**src/rtl/cpu_pkg.sv**
```systemverilog
// rtl/cpu_pkg.sv - shared fetch types and constants
package cpu_pkg;

  localparam int INSTR_W = 32;
  localparam logic [INSTR_W-1:0] NOP_INSTR = 32'h0000_0000;

  typedef enum logic [1:0] {
    FETCH_IDLE  = 2'd0,
    FETCH_WAIT  = 2'd1,
    FETCH_DRAIN = 2'd2
  } fetch_state_e;

  typedef struct packed {
    logic [31:0]        pc;
    logic [INSTR_W-1:0] instr;
  } fetch_entry_t;

endpackage

```
**src/rtl/fetch_stage_if.sv**
```systemverilog
// rtl/fetch_stage_if.sv - instruction-memory and decode-side signals of the fetch stage
interface fetch_stage_if;
  import cpu_pkg::*;

  logic               imem_req;
  logic [31:0]        imem_addr;
  logic               imem_ack;
  logic [INSTR_W-1:0] imem_rdata;
  logic               id_ready;
  logic               instr_valid;
  logic [INSTR_W-1:0] instr;
  logic [31:0]        instr_pc;
  logic [31:0]        pc_plus4;

  modport master (
    output imem_req, imem_addr,
    input  imem_ack, imem_rdata,
    input  id_ready,
    output instr_valid, instr, instr_pc, pc_plus4
  );

  modport slave (
    input  imem_req, imem_addr,
    output imem_ack, imem_rdata,
    output id_ready,
    input  instr_valid, instr, instr_pc, pc_plus4
  );

endinterface

```
**src/rtl/fetch_fifo.sv**
```systemverilog
// rtl/fetch_fifo.sv - DEPTH-entry {pc, instr} queue between fetch and decode
module fetch_fifo
  import cpu_pkg::*;
#(
  parameter int DEPTH = 2,
  parameter int AW    = $clog2(DEPTH)
) (
  input  logic         clk,
  input  logic         reset,
  input  logic         push,
  input  logic         pop,
  input  logic         clear,
  input  fetch_entry_t push_data,
  output fetch_entry_t head,
  output logic [AW:0]  count
);

  localparam logic [AW:0] FULL = (AW+1)'(DEPTH);

  fetch_entry_t    mem [DEPTH];
  logic [AW-1:0]   rd_ptr;
  logic [AW-1:0]   wr_ptr;

  // Pointers are AW bits wide, so they wrap modulo DEPTH on their own.
  always_ff @(posedge clk or posedge reset) begin
    if (reset) begin
      rd_ptr <= '0;
      wr_ptr <= '0;
      count  <= '0;
      for (int i = 0; i < DEPTH; i++) begin
        mem[i] <= '{pc: 32'h0, instr: NOP_INSTR};
      end
    end else if (clear) begin
      rd_ptr <= '0;
      wr_ptr <= '0;
      count  <= '0;
    end else begin
      if (push) begin
        mem[wr_ptr] <= push_data;
        wr_ptr      <= wr_ptr + AW'(1);
      end
      if (pop) begin
        rd_ptr <= rd_ptr + AW'(1);
      end
      case ({push, pop})
        2'b10:   count <= count + (AW+1)'(1);
        2'b01:   count <= count - (AW+1)'(1);
        default: count <= count;
      endcase
    end
  end

  assign head = mem[rd_ptr];

  a_no_overflow:  assert property (@(posedge clk) disable iff (reset) !(push && !clear && count == FULL));
  a_no_underflow: assert property (@(posedge clk) disable iff (reset) !(pop && !clear && count == '0));

endmodule

```
**src/rtl/fetch_stage.sv**
```systemverilog
// rtl/fetch_stage.sv - PC-driven imem req/ack fetch with a small instruction queue
// Optional misaligned-PC halt under FETCH_MISALIGN_CHK_EN.
module fetch_stage
  import cpu_pkg::*;
#(
  parameter int DEPTH = 2,
  parameter int AW    = $clog2(DEPTH)
) (
  input  logic          clk,
  input  logic          reset,
  input  logic [31:0]   pc_in,
  output logic          pc_write,
  input  logic          flush,
`ifdef FETCH_MISALIGN_CHK_EN
  output logic          fetch_misalign,
`endif
  fetch_stage_if.master fetch_bus
);

  localparam logic [1:0] IDLE  = 2'(FETCH_IDLE);
  localparam logic [1:0] WAIT  = 2'(FETCH_WAIT);
  localparam logic [1:0] DRAIN = 2'(FETCH_DRAIN);
  localparam logic [AW:0] FULL = (AW+1)'(DEPTH);

  logic [1:0]   state;
  logic [AW:0]  count;
  logic         has_room;
  logic         halt;
  logic         issue;
  logic         accept;
  logic         pop;
  fetch_entry_t push_data;
  fetch_entry_t head;

  assign has_room = (count < FULL);

`ifdef FETCH_MISALIGN_CHK_EN
  logic misaligned_pc;
  assign misaligned_pc = (pc_in[1:0] != 2'b00);
  assign halt          = fetch_misalign | misaligned_pc;

  // Sticky until a redirect supplies a new PC.
  always_ff @(posedge clk or posedge reset) begin
    if (reset) begin
      fetch_misalign <= 1'b0;
    end else if (flush) begin
      fetch_misalign <= 1'b0;
    end else if (state == IDLE && has_room && misaligned_pc) begin
      fetch_misalign <= 1'b1;
    end
  end
`else
  assign halt = 1'b0;
`endif

  assign issue    = (state == IDLE) && !flush && has_room && !halt;
  assign accept   = (state == WAIT) && fetch_bus.imem_ack && !flush;
  assign pc_write = flush | accept;
  assign pop      = fetch_bus.instr_valid && fetch_bus.id_ready && !flush;

  // An ack always retires the outstanding request; only a flush without one
  // leaves a stale response in flight that DRAIN must swallow.
  always_ff @(posedge clk or posedge reset) begin
    if (reset) begin
      state               <= IDLE;
      fetch_bus.imem_req  <= 1'b0;
      fetch_bus.imem_addr <= 32'h0;
    end else begin
      case (state)
        IDLE: begin
          if (issue) begin
            fetch_bus.imem_req  <= 1'b1;
            fetch_bus.imem_addr <= pc_in;
            state               <= WAIT;
          end
        end
        WAIT: begin
          if (fetch_bus.imem_ack) begin
            fetch_bus.imem_req <= 1'b0;
            state              <= IDLE;
          end else if (flush) begin
            state <= DRAIN;
          end
        end
        DRAIN: begin
          if (fetch_bus.imem_ack) begin
            fetch_bus.imem_req <= 1'b0;
            state              <= IDLE;
          end
        end
        default: begin
          fetch_bus.imem_req <= 1'b0;
          state              <= IDLE;
        end
      endcase
    end
  end

  assign push_data = '{pc: fetch_bus.imem_addr, instr: fetch_bus.imem_rdata};

  fetch_fifo #(
    .DEPTH (DEPTH),
    .AW    (AW)
  ) u_fifo (
    .clk       (clk),
    .reset     (reset),
    .push      (accept),
    .pop       (pop),
    .clear     (flush),
    .push_data (push_data),
    .head      (head),
    .count     (count)
  );

  assign fetch_bus.instr_valid = (count != '0);
  assign fetch_bus.instr       = head.instr;
  assign fetch_bus.instr_pc    = head.pc;
  assign fetch_bus.pc_plus4    = head.pc + 32'd4;

endmodule

```
**src/flat_wrapper.sv**
```systemverilog
// flat-port wrapper written by rule: the top's interface ports become plain ports
module fetch_stage_flat import cpu_pkg::*;
#(
  parameter int DEPTH = 2,
  parameter int AW    = $clog2(DEPTH)
)
  (clk, reset, pc_in, pc_write, flush, fetch_bus_imem_req, fetch_bus_imem_addr, fetch_bus_imem_ack, fetch_bus_imem_rdata, fetch_bus_id_ready, fetch_bus_instr_valid, fetch_bus_instr, fetch_bus_instr_pc, fetch_bus_pc_plus4);
  fetch_stage_if fetch_bus_i ();
  input  logic clk;
  input  logic reset;
  input  logic [31:0] pc_in;
  output logic pc_write;
  input  logic flush;
  output wire logic [$bits(fetch_bus_i.imem_req)-1:0] fetch_bus_imem_req;
  output wire logic [$bits(fetch_bus_i.imem_addr)-1:0] fetch_bus_imem_addr;
  input wire logic [$bits(fetch_bus_i.imem_ack)-1:0] fetch_bus_imem_ack;
  input wire logic [$bits(fetch_bus_i.imem_rdata)-1:0] fetch_bus_imem_rdata;
  input wire logic [$bits(fetch_bus_i.id_ready)-1:0] fetch_bus_id_ready;
  output wire logic [$bits(fetch_bus_i.instr_valid)-1:0] fetch_bus_instr_valid;
  output wire logic [$bits(fetch_bus_i.instr)-1:0] fetch_bus_instr;
  output wire logic [$bits(fetch_bus_i.instr_pc)-1:0] fetch_bus_instr_pc;
  output wire logic [$bits(fetch_bus_i.pc_plus4)-1:0] fetch_bus_pc_plus4;
  assign fetch_bus_imem_req = fetch_bus_i.imem_req;
  assign fetch_bus_imem_addr = fetch_bus_i.imem_addr;
  assign fetch_bus_i.imem_ack = fetch_bus_imem_ack;
  assign fetch_bus_i.imem_rdata = fetch_bus_imem_rdata;
  assign fetch_bus_i.id_ready = fetch_bus_id_ready;
  assign fetch_bus_instr_valid = fetch_bus_i.instr_valid;
  assign fetch_bus_instr = fetch_bus_i.instr;
  assign fetch_bus_instr_pc = fetch_bus_i.instr_pc;
  assign fetch_bus_pc_plus4 = fetch_bus_i.pc_plus4;
  fetch_stage #(.DEPTH(DEPTH), .AW(AW)) u_core (.clk(clk), .reset(reset), .pc_in(pc_in), .pc_write(pc_write), .flush(flush), .fetch_bus(fetch_bus_i));
endmodule
```
**config.mk**
```make
export PLATFORM = sky130hd
export DESIGN_NAME = fetch_stage_flat
export DESIGN_NICKNAME = d
export VERILOG_FILES = /design/src/rtl/cpu_pkg.sv /design/src/rtl/fetch_stage_if.sv /design/src/rtl/fetch_fifo.sv /design/src/rtl/fetch_stage.sv /design/src/flat_wrapper.sv
export SDC_FILE = /design/constraint.sdc
export NUM_CORES = 1
export LEC_CHECK = 0
export CAP_MARGIN = 20
export CELL_PAD_IN_SITES_DETAIL_PLACEMENT = 1
export CELL_PAD_IN_SITES_GLOBAL_PLACEMENT = 2
export CORE_UTILIZATION = 36
export CTS_CLUSTER_DIAMETER = 120
export CTS_CLUSTER_SIZE = 28
export DETAILED_ROUTE_END_ITERATION = 12
export PLACE_DENSITY_LB_ADDON = 0.08
export SLEW_MARGIN = 10
export SYNTH_ARGS = -nofsm -noshare
export SYNTH_HDL_FRONTEND = slang
export SYNTH_SLANG_ARGS = --single-unit
```
**constraint.sdc**
```tcl
create_clock -name clk -period 7.6 [get_ports clk]
set_input_delay 0.76 -clock clk [delete_from_list [all_inputs] [get_ports clk]]
set_output_delay 0.76 -clock clk [all_outputs]
set_load 0.01 [all_outputs]
```
After elaboration in Yosys (flattened, before gate mapping)

Index checks and enable logic that the tools add are counted.

Register bits after elaboration: 167
Bits of input ports: 69
Logic and storage cells: 69

$add $sub $neg: 5
Magnitude comparators: 4
Eq/ne operators: 8
Multiplexer cells: 20
Bitwise gates (word level): 4
Reduce and logical (&&, ||, !) cells: 18

Operators by type and width:

| kind                                                                          | count |
|---|---|
| 64-bit 2-to-1 mux                                                             | 4 |
| 128-bit bitwise mux                                                           | 1 |
| 64-bit demux with 1-bit select                                                | 1 |
| 32-bit by 3-bit adder with 32-bit output (second input constant)              | 1 |
| 2-bit 2-to-1 mux                                                              | 5 |
| 1-bit logical AND                                                             | 7 |
| 1-bit 2-to-1 mux                                                              | 6 |
| 2-bit one-hot mux with 3 select lines                                         | 1 |
| 2-bit AND reduction                                                           | 3 |
| 2-bit nonzero test                                                            | 3 |
| 2-bit by 1-bit == test with 1-bit output (second input constant)              | 2 |
| 2-bit == test (second input constant)                                         | 2 |
| 2-bit >= comparator (second input constant)                                   | 2 |
| 2-bit by 1-bit != test with 1-bit output (second input constant)              | 2 |
| 1-bit NOT with 2-bit output                                                   | 2 |
| 2-bit one-hot mux with 2 select lines                                         | 1 |
| 3-bit != test (second input constant)                                         | 1 |
| 3-bit AND reduction                                                           | 1 |
| 3-bit nonzero test                                                            | 1 |
| 1-bit adder (second input constant)                                           | 2 |
| 2-bit by 1-bit adder with 2-bit output (second input constant)                | 1 |
| 2-bit logical NOT                                                             | 1 |
| 2-bit by 1-bit less-than comparator with 1-bit output (second input constant) | 1 |
| 2-bit less-than comparator (second input constant)                            | 1 |
| 7 further kinds                                                               | 7 |

Depth between registers and ports, before layout

Gate-level depths: netlist (run 1).

Depth in word-level cells: 6
Depth in mapped cells: 12
Mapped depth without buffers: 7

By module

A second synthesis (run 1) with hierarchy kept.

Cell total of the unflattened synthesis: 534
Area, all modules: 8029.0 um^2

By module, submodules not included:

| module      | instances | cells an instance | area an instance (um^2) |
|---|---|---|---|
| fetch_fifo  | 1         | 360               | 6037.0 |
| fetch_stage | 1         | 174               | 1991.9 |

Least setup slack after synthesis (run 1)

OpenSTA, ideal clock, no wires.

Path type: reg2out
From: reg u_core.u_fifo.rd_ptr
To: out fetch_bus_pc_plus4[14]
Arrival time: 2.539 ns
Required time: 6.840 ns
Slack: 4.301 ns
Stages on the path, launching flop included: 13
Path buffers: 6
Cell sequence: dfrtp_1 buf_6 buf_12 buf_8 buf_2 buf_2 buf_2 mux2i_1 inv_1 ha_1 and3_1 nand3_1 xnor2_1

Longest elaborated chain between the ends: 5

RTL lines:

| element                                               | line               | text |
|---|---|---|
| from (decl)                                           | fetch_fifo.sv:21   | `logic [AW-1:0] rd_ptr;` |
| from (signal assigned)                                | fetch_fifo.sv:43   | `rd_ptr <= rd_ptr + AW'(1);` |
| 1-bit NOT with 2-bit output (implied by the code)     | fetch_fifo.sv:53   | `assign head = mem[rd_ptr];` |
| 64-bit 2-to-1 mux (implied by the code) (3 in series) | fetch_fifo.sv:53   |  |
| named net fetch_bus_instr_pc[2]                       | flat_wrapper.sv:21 | `output wire logic [$bits(fetch_bus_i.instr_pc)-1:0] fetch_bus_instr_pc;` |
| 32-bit by 3-bit adder with 32-bit output              | fetch_stage.sv:118 | `assign fetch_bus.pc_plus4 = head.pc + 32'd4;` |
| to (decl)                                             | flat_wrapper.sv:22 | `output wire logic [$bits(fetch_bus_i.pc_plus4)-1:0] fetch_bus_pc_plus4;` |

The timed path passes the listed nets, and every way through them passes these cells. The select of a mux whose other input is x is not followed.

Final worst setup path (run 1)

From: reg u_core.u_fifo.rd_ptr
To: out fetch_bus_pc_plus4[31]

Longest elaborated chain between the ends: 5

RTL lines:

| element                                               | line |
|---|---|
| 1-bit NOT with 2-bit output (implied by the code)     | fetch_fifo.sv:53 |
| 64-bit 2-to-1 mux (implied by the code) (3 in series) | fetch_fifo.sv:53 |
| 32-bit by 3-bit adder with 32-bit output              | fetch_stage.sv:118 |

No other way between the ends. The select of a mux whose other input is x is not followed.

==> results by group, run 1 <==
Global routing
  – Total track usage: 18.7%
  – Number of global-route vias before repair: 5852
  – First-pass GRT wire length: 32100 um
  – Largest net degree at the start of global routing: 102
  – Initial antenna violation count: 0
  – Grt ovf: 0

Finish
  – Antenna Cells: 0
  – Fin nets: 840
  – Area grow syn2layout: 35.2%
  – Fraction of layout cells with a size suffix above 1: 33.5%
  – Fillers: 2141
  – Non-filler cells, final: 1054

Timing
  – Max-slew violations: 0
  – TNS Setup: 0 ps
  – Final Critical Period: 4680 ps
  – Clk_skew: 8.51 ps
  – RSZ-0062 raised after global routing: no
  – Period utilization: 61.5%
  – Relative max-transition margin: 36.0%
  – Least-Margin Pin Slew: 960 ps
  – Final setup fails: 0
  – Final Hold Vio Count: 0
  – Fmax: 0.214 GHz

Die
  – Ports: 200
  – Core box area: 21300 um2
  – Die height: 150 um
  – Die Wd: 150 um
  – Row cnt: 53
  – Die area: 22500 um2
  – Initial Util: 37.1%

Critical path
  – Setup CP Type: flop to primary output
  – Crit path DAT: 3920 ps
  – Worst path bufs/invs: 2
  – Crit-path slowest cell: dfrtp_4
  – Crit. End Element: primary output
  – CP Launch Type: flop
  – Worst path top cell family by delay: buffers and inverters
  – Crit path max fanout: 54
  – Crit path largest cell delay: 910 ps
  – FF-to-FF Start: u_core.state[1]
  – R2R Setup Slk: 5390 ps
  – Worst r2r path cells: 6
  – FF-to-FF End: u_core.u_fifo.mem[65]
  – Crit-path cells: buf_4 > nand4_1 > a211oi_4 > nand4_2 > nor4_2 > xor2_1 > clkdlybuf4s50_1
  – Worst path required time: 6840 ps

Flow run
  – Max-Cap Viols: 0

Logic synthesis
  – Yosys top cell by area: dfrtp_1
  – Cell variety after synth: 45
  – Post-synthesis cell count: 573
  – Post-synth top flop: dfrtp_1
  – Net count after synthesis: 647
  – Yosys warns: 0
  – Yosys reg bits: 167
  – Fraction of registers with async set/reset: 100%
  – Post-synth EDFFs: 0
  – Count leader, synth: mux2_2
  – Synth top area share: 53.0%
  – Most frequent cells after synthesis: mux2_2, dfrtp_1, nand2_1
  – Seq/Total Area, Yosys: 53.0%
  – Mapped cell area: 7890 um2
  – Average size of a mapped cell: 13.8 um2
  – Area contributors post-synth: dfrtp_1, mux2_2, xnor2_1, xor2_1, mux2i_1

Drt
  – First-pass iteration count of the detailed router: 4
  – DR WL/cell: 18.9 um
  – Vias per cell: 4.98
  – Routed WL: 19900 um
  – DRT iter0 DRCs: 185
  – Via count: 5253
  – # DRC: 0
  – Final ANT Viol Nets: 0

Hold path
  – Hold Crit Start: u_core.u_fifo.mem[18]
  – Hold path depth: 1
  – Hold endpoint: u_core.u_fifo.mem[18]
  – HP Class: flop to flop

Place
  – Dpl hpwl: 14000 um
  – PortBufs: 199
  – Placed cell count: 1022
  – Routability congestion estimate: 0.786

Clock network
  – Post-CTS Setup Inserts: 0
  – # hold bufs at CTS: 0
  – CTS max path bufs: 2
  – Skew-Pair Late Insertion Delay: 420 ps
  – H-tree depth: 4
  – Cts bufs inserted: 17
  – CTS tree: built
  – Clk sinks: 167
  – Root Buffer: clkbuf_16
  – Clock slew at reported path FFs: 70 ps
  – Resized cells post-CTS: 0

Pwr
  – Cell area power density: 421 nW/um2
  – VDD IR max: 0.170 mV
  – Leakage: 0.00452 uW

Status
  – Status: completed
[cell usage in the layout, fill, tap and decap left out, types with 2 or more instances in the layout]
cell / instances
nor3_2: 2
and3_1: 2
nand3b_1: 2
inv_6: 6
mux2_2: 209
nand2_1: 20
a21o_1: 2
buf_4: 5
nand4b_1: 6
clkinvlp_4: 2
nand3_1: 7
xor2_1: 13
a21oi_1: 9
inv_1: 14
dfrtp_1: 166
xnor2_1: 16
nand2b_1: 4
mux2_1: 3
o21ai_0: 6
nor3_1: 7
inv_8: 2
nor2_1: 8
clkdlybuf4s50_1: 199
mux2i_1: 11
clkinv_2: 2
clkinv_4: 2
nand4_2: 3
nor2b_1: 4
a211oi_1: 2
ha_1: 5
clkbuf_16: 17
nand4_1: 6
[stage by stage]
stage	area (um2)	setup WS, ps	util, %	hold WS [ps]	power [uW]
3_3_place_gp	10100	3390	47.5	481	3620
2_1_floorplan	7890	2320	-	474	2610
5_1_grt	10700	2640	50.1	520	4780
6_report	10700	2920	50.1	504	4490
4_1_cts	10700	2870	50.1	507	4560
3_5_place_dp	10100	3360	47.5	492	3700
[where the power goes]
part	leakage (uW)	internal (uW)	switching [uW]
sequential	0.00208	1290	321
clock	0.000276	461	381
combinational	0.00217	1240	800
total	0.00452	2990	1500
[kinds of logic after synthesis]
logic type | Yosys count | share of synthesized area, %
compound gates | 26 | 2.31
buf+inv | 45 | 2.95
fa+ha+maj | 5 | 0.793
simple gates | 77 | 5.95
xor+xnor | 29 | 3.22
mux | 224 | 31.8
flops | 167 | 53.0
[layer usage]
metal / vias to the layer above / wire, um / GRT usage (%)
met2: 117 / 10100 / 31.6
met3: 14 / 1050 / 4.94
met5: - / 0 / 0
met1: 2689 / 8510 / 23.3
met4: 0 / 240 / 5.25
li1: 2433 / - / -
[worst reg2reg max path: stages (launching register included)]
cell      delay [ps]
dfrtp_1          400
inv_1            120
ha_1             240
nand2b_1         120
nor3b_2          200
buf_4            560
mux2_2           450
[how the worst max path moves through the flow]
stage | from | cells after the start | to | slack, ps
2_1_floorplan | reset | 1 | u_core.fetch_bus.imem_addr[0] | 2320
3_3_place_gp | u_core.u_fifo.rd_ptr | 7 | fetch_bus_pc_plus4[31] | 3390
3_5_place_dp | u_core.u_fifo.rd_ptr | 7 | fetch_bus_pc_plus4[31] | 3360
4_1_cts | u_core.u_fifo.rd_ptr | 7 | fetch_bus_pc_plus4[31] | 2870
5_1_grt | u_core.u_fifo.rd_ptr | 7 | fetch_bus_pc_plus4[31] | 2640
6_report | u_core.u_fifo.rd_ptr | 7 | fetch_bus_pc_plus4[31] | 2920
[flip-flops by register name, summed over array words and instances (netlist names)]
| register | count |
|---|---|
| u_core.u_fifo.wr_ptr | 1 |
| u_core.u_fifo.rd_ptr | 1 |
| u_core.fetch_bus.imem_req | 1 |
| u_core.state | 2 |
| u_core.u_fifo.count | 2 |
| u_core.fetch_bus.imem_addr | 32 |
| u_core.u_fifo.mem | 128 |
[layout make-up]
type	count	area (um2)	share of cell area, %
Sequential cell	167	4180	39.2
Timing Repair Buffer	204	2030	19.0
Tap cell	275	344	3.22
Inverter	15	61.3	0.575
Clock inverter	14	139	1.30
Multi-Input combinational cell	361	3490	32.7
Clock buffer	18	429	4.02
Note: power is estimated with default switching activity, not from simulation.
==> run 2: changes to the inputs <==
--- a/config.mk
+++ b/config.mk
@@ -8,7 +8,7 @@
 export CAP_MARGIN = 20
 export CELL_PAD_IN_SITES_DETAIL_PLACEMENT = 1
 export CELL_PAD_IN_SITES_GLOBAL_PLACEMENT = 2
-export CORE_UTILIZATION = 36
+export CORE_UTILIZATION = 33
 export CTS_CLUSTER_DIAMETER = 120
 export CTS_CLUSTER_SIZE = 28
 export DETAILED_ROUTE_END_ITERATION = 12
==> constraint.sdc (replaced) <==
create_clock -name clk -period 4.8 [get_ports clk]
set_input_delay 0.48 -clock clk [delete_from_list [all_inputs] [get_ports clk]]
set_output_delay 0.48 -clock clk [all_outputs]
set_load 0.01 [all_outputs]
==> run 2 against run 1 <==
Against the previous run:
- non-clock buffer count grew 1
- via count grew 0.70%
- sequential cell count is the same
- cell count grew 4.3%
- critical path type unchanged
==> results by group, run 2 (synthesis gave the netlist of run 1 again) <==
Place
  – DP Worst Slack: 984 ps (-2370 ps)
  – Dpl hpwl: 14500 um (+3.6%)
  – Routability congestion estimate: 0.756 (-3.8%)
  – PortBufs: 199 (unchanged)

Hold path
  – Hold path depth: 1 (unchanged)
  – HP Class: flop to flop

Critical path
  – Worst path bufs/invs: 1 (-1)
  – Crit path largest cell delay: 1080 ps (+170 ps)
  – Crit-path cells: nand4_1 > a211oi_4 > nand4_2 > nor4_2 > xor2_1 > clkdlybuf4s50_1
  – Crit. End Element: primary output
  – Crit-path slowest cell: dfrtp_4
  – Crit path max fanout: 72 (+33%)
  – CP Launch Type: flop
  – Worst path required time: 4320 ps (-2520 ps)
  – Levels on crit path: 6 (-1)
  – Crit path DAT: 3720 ps (-200 ps)
  – Worst r2r path cells: 6 (unchanged)
  – Setup CP Type: flop to primary output
  – Worst path top cell family by delay: flip-flops

Clock network
  – Skew-Pair Late Insertion Delay: 430 ps (about the same)
  – CTS tree: built
  – Post-CTS Setup Inserts: 0 (unchanged)
  – Cts bufs inserted: 17 (unchanged)
  – Resized cells post-CTS: 0 (unchanged)
  – H-tree depth: 4 (unchanged)
  – CTS max path bufs: 2 (unchanged)
  – Clk sinks: 167 (unchanged)
  – Root Buffer: clkbuf_16
  – Clock slew at reported path FFs: 70 ps (about the same)
  – # hold bufs at CTS: 0 (unchanged)

Timing
  – RSZ-0062 raised after global routing: no
  – Final worst setup slack: 596 ps (-2330 ps)
  – Final setup fails: 0 (unchanged)
  – Max-slew violations: 0 (unchanged)
  – Relative max-transition margin: 32.7% (-3.3 points)
  – Final Critical Period: 4200 ps
  – Hold Slack: 501 ps (-3.73 ps)
  – TNS Setup: 0 ps (unchanged)
  – Fmax: 0.238 GHz
  – Least-Margin Pin Slew: 1010 ps (+49.5 ps)
  – Period utilization: 87.6%
  – Final Hold Vio Count: 0 (unchanged)
  – Clk_skew: 17.6 ps (+9.07 ps)

Die
  – Initial Util: 33.6% (-3.5 points)
  – Die area: 24500 um2 (+9.0%)
  – Row cnt: 56 (+5.7%)
  – Ports: 200 (unchanged)
  – Die height: 157 um (+4.4%)
  – Die Wd: 157 um (+4.4%)
  – Core box area: 23500 um2 (+10%)

Finish
  – Multi-input logic area: 3490 um2 (unchanged)
  – Antenna Cells: 0 (unchanged)
  – Largest regs: u_core.u_fifo.mem: 128 flops, u_core.fetch_bus.imem_addr: 32 flops
  – Fillers: 2419 (+13%)
  – Max FFs per register: 128 (unchanged)
  – Most frequent cells in the layout: mux2_2, clkdlybuf4s50_1, dfrtp_1
  – Register area: 4180 um2 (unchanged)
  – Fin nets: 841 (+0.12%)
  – Reg with most FFs: u_core.u_fifo.mem
  – Most common cell after layout, fill and taps aside: mux2_2
  – Fraction of layout cells with a size suffix above 1: 33.6% (+0.085 points)
  – Area grow syn2layout: 36.5%

Drt
  – # DRC: 0 (unchanged)
  – Final ANT Viol Nets: 0 (unchanged)
  – DRT iter0 DRCs: 123 (-34%)
  – First-pass iteration count of the detailed router: 4 (unchanged)
  – Routed WL: 20900 um (+4.8%)
  – Via count: 5290 (+0.70%)
  – DR WL/cell: 19.0 um (+0.49%)
  – Vias per cell: 4.81 (-3.4%)

Flow run
  – Max-Cap Viols: 0 (unchanged)

Pwr
  – Pwr Total: 7190 uW (+60%)
  – Cell area power density: 668 nW/um2 (+59%)
  – Leakage: 0.00454 uW (+0.37%)
  – VDD IR max: 0.226 mV (+33%)

Global routing
  – Total track usage: 18.0% (-0.69 points)
  – Largest net degree at the start of global routing: 97 (-4.9%)
  – Grt ovf: 0 (unchanged)
  – Number of global-route vias before repair: 6063 (+3.6%)
  – Initial antenna violation count: 0 (unchanged)
  – First-pass GRT wire length: 33500 um (+4.3%)

Status
  – Status: completed
## run 2: changes by cell type in the layout (fill, tap and decap cells not counted)
cell	change
inv_6	-2
buf_12	+1
bufinv_16	+1
clkinv_4	-1
clkinvlp_4	+1
inv_8	+1
## run 2: layer usage
layer  wire (um)  part of all wire, %  up-vias  GRT usage [%]
met4         352                  1.7        0           5.84
met2       10500                   50      138           31.3
met5           0                    0        -              0
li1            -                    -     2422              -
met1        8830                   42     2709           21.4
met3        1150                  5.5       21           4.85
## run 2: worst paths after layout
check / start / endpoint / slack (ps)
setup / recovery: u_core.u_fifo.rd_ptr / fetch_bus_pc_plus4[31] / 600
hold / removal: u_core.u_fifo.mem[125] / u_core.u_fifo.mem[125] / 500
setup reg to reg: u_core.state[1] / u_core.u_fifo.mem[116] / 2610
hold reg to reg: u_core.u_fifo.mem[125] / u_core.u_fifo.mem[125] / 500
max in group asynchronous: reset / u_core.u_fifo.mem[6] / 3270
min in group asynchronous: reset / u_core.u_fifo.mem[80] / 530
## run 2: per-stage QoR
step,utilization [%],area (um2),std cells
5_1_grt,45.9,10800,1099
3_3_place_gp,43.4,10200,1067
2_1_floorplan,-,7900,573
3_5_place_dp,43.4,10200,1067
6_report,45.9,10800,1099
4_1_cts,45.9,10800,1099
## run 2: area by class of cell
type                       instances  share of cell area (%)
clock buffer                      18                    3.99
clock inverter                    14                    1.51
inverter                          15                   0.558
multi-input combinational        361                    32.4
sequential                       167                    38.8
tap                              319                    3.71
timing repair buffer             205                    19.0
## run 2: power breakdown
group	internal [uW]	switching (uW)	total [uW]
Sequential	2050	518	2560
Combinational	1960	1270	3230
Clock	784	617	1400
## run 2: worst reg2reg max path, cell delays in order (launching register included)
cell	delay, ps
dfrtp_1	400
inv_1	110
ha_1	230
nand2b_1	110
nor3b_2	200
buf_4	570
mux2_2	450
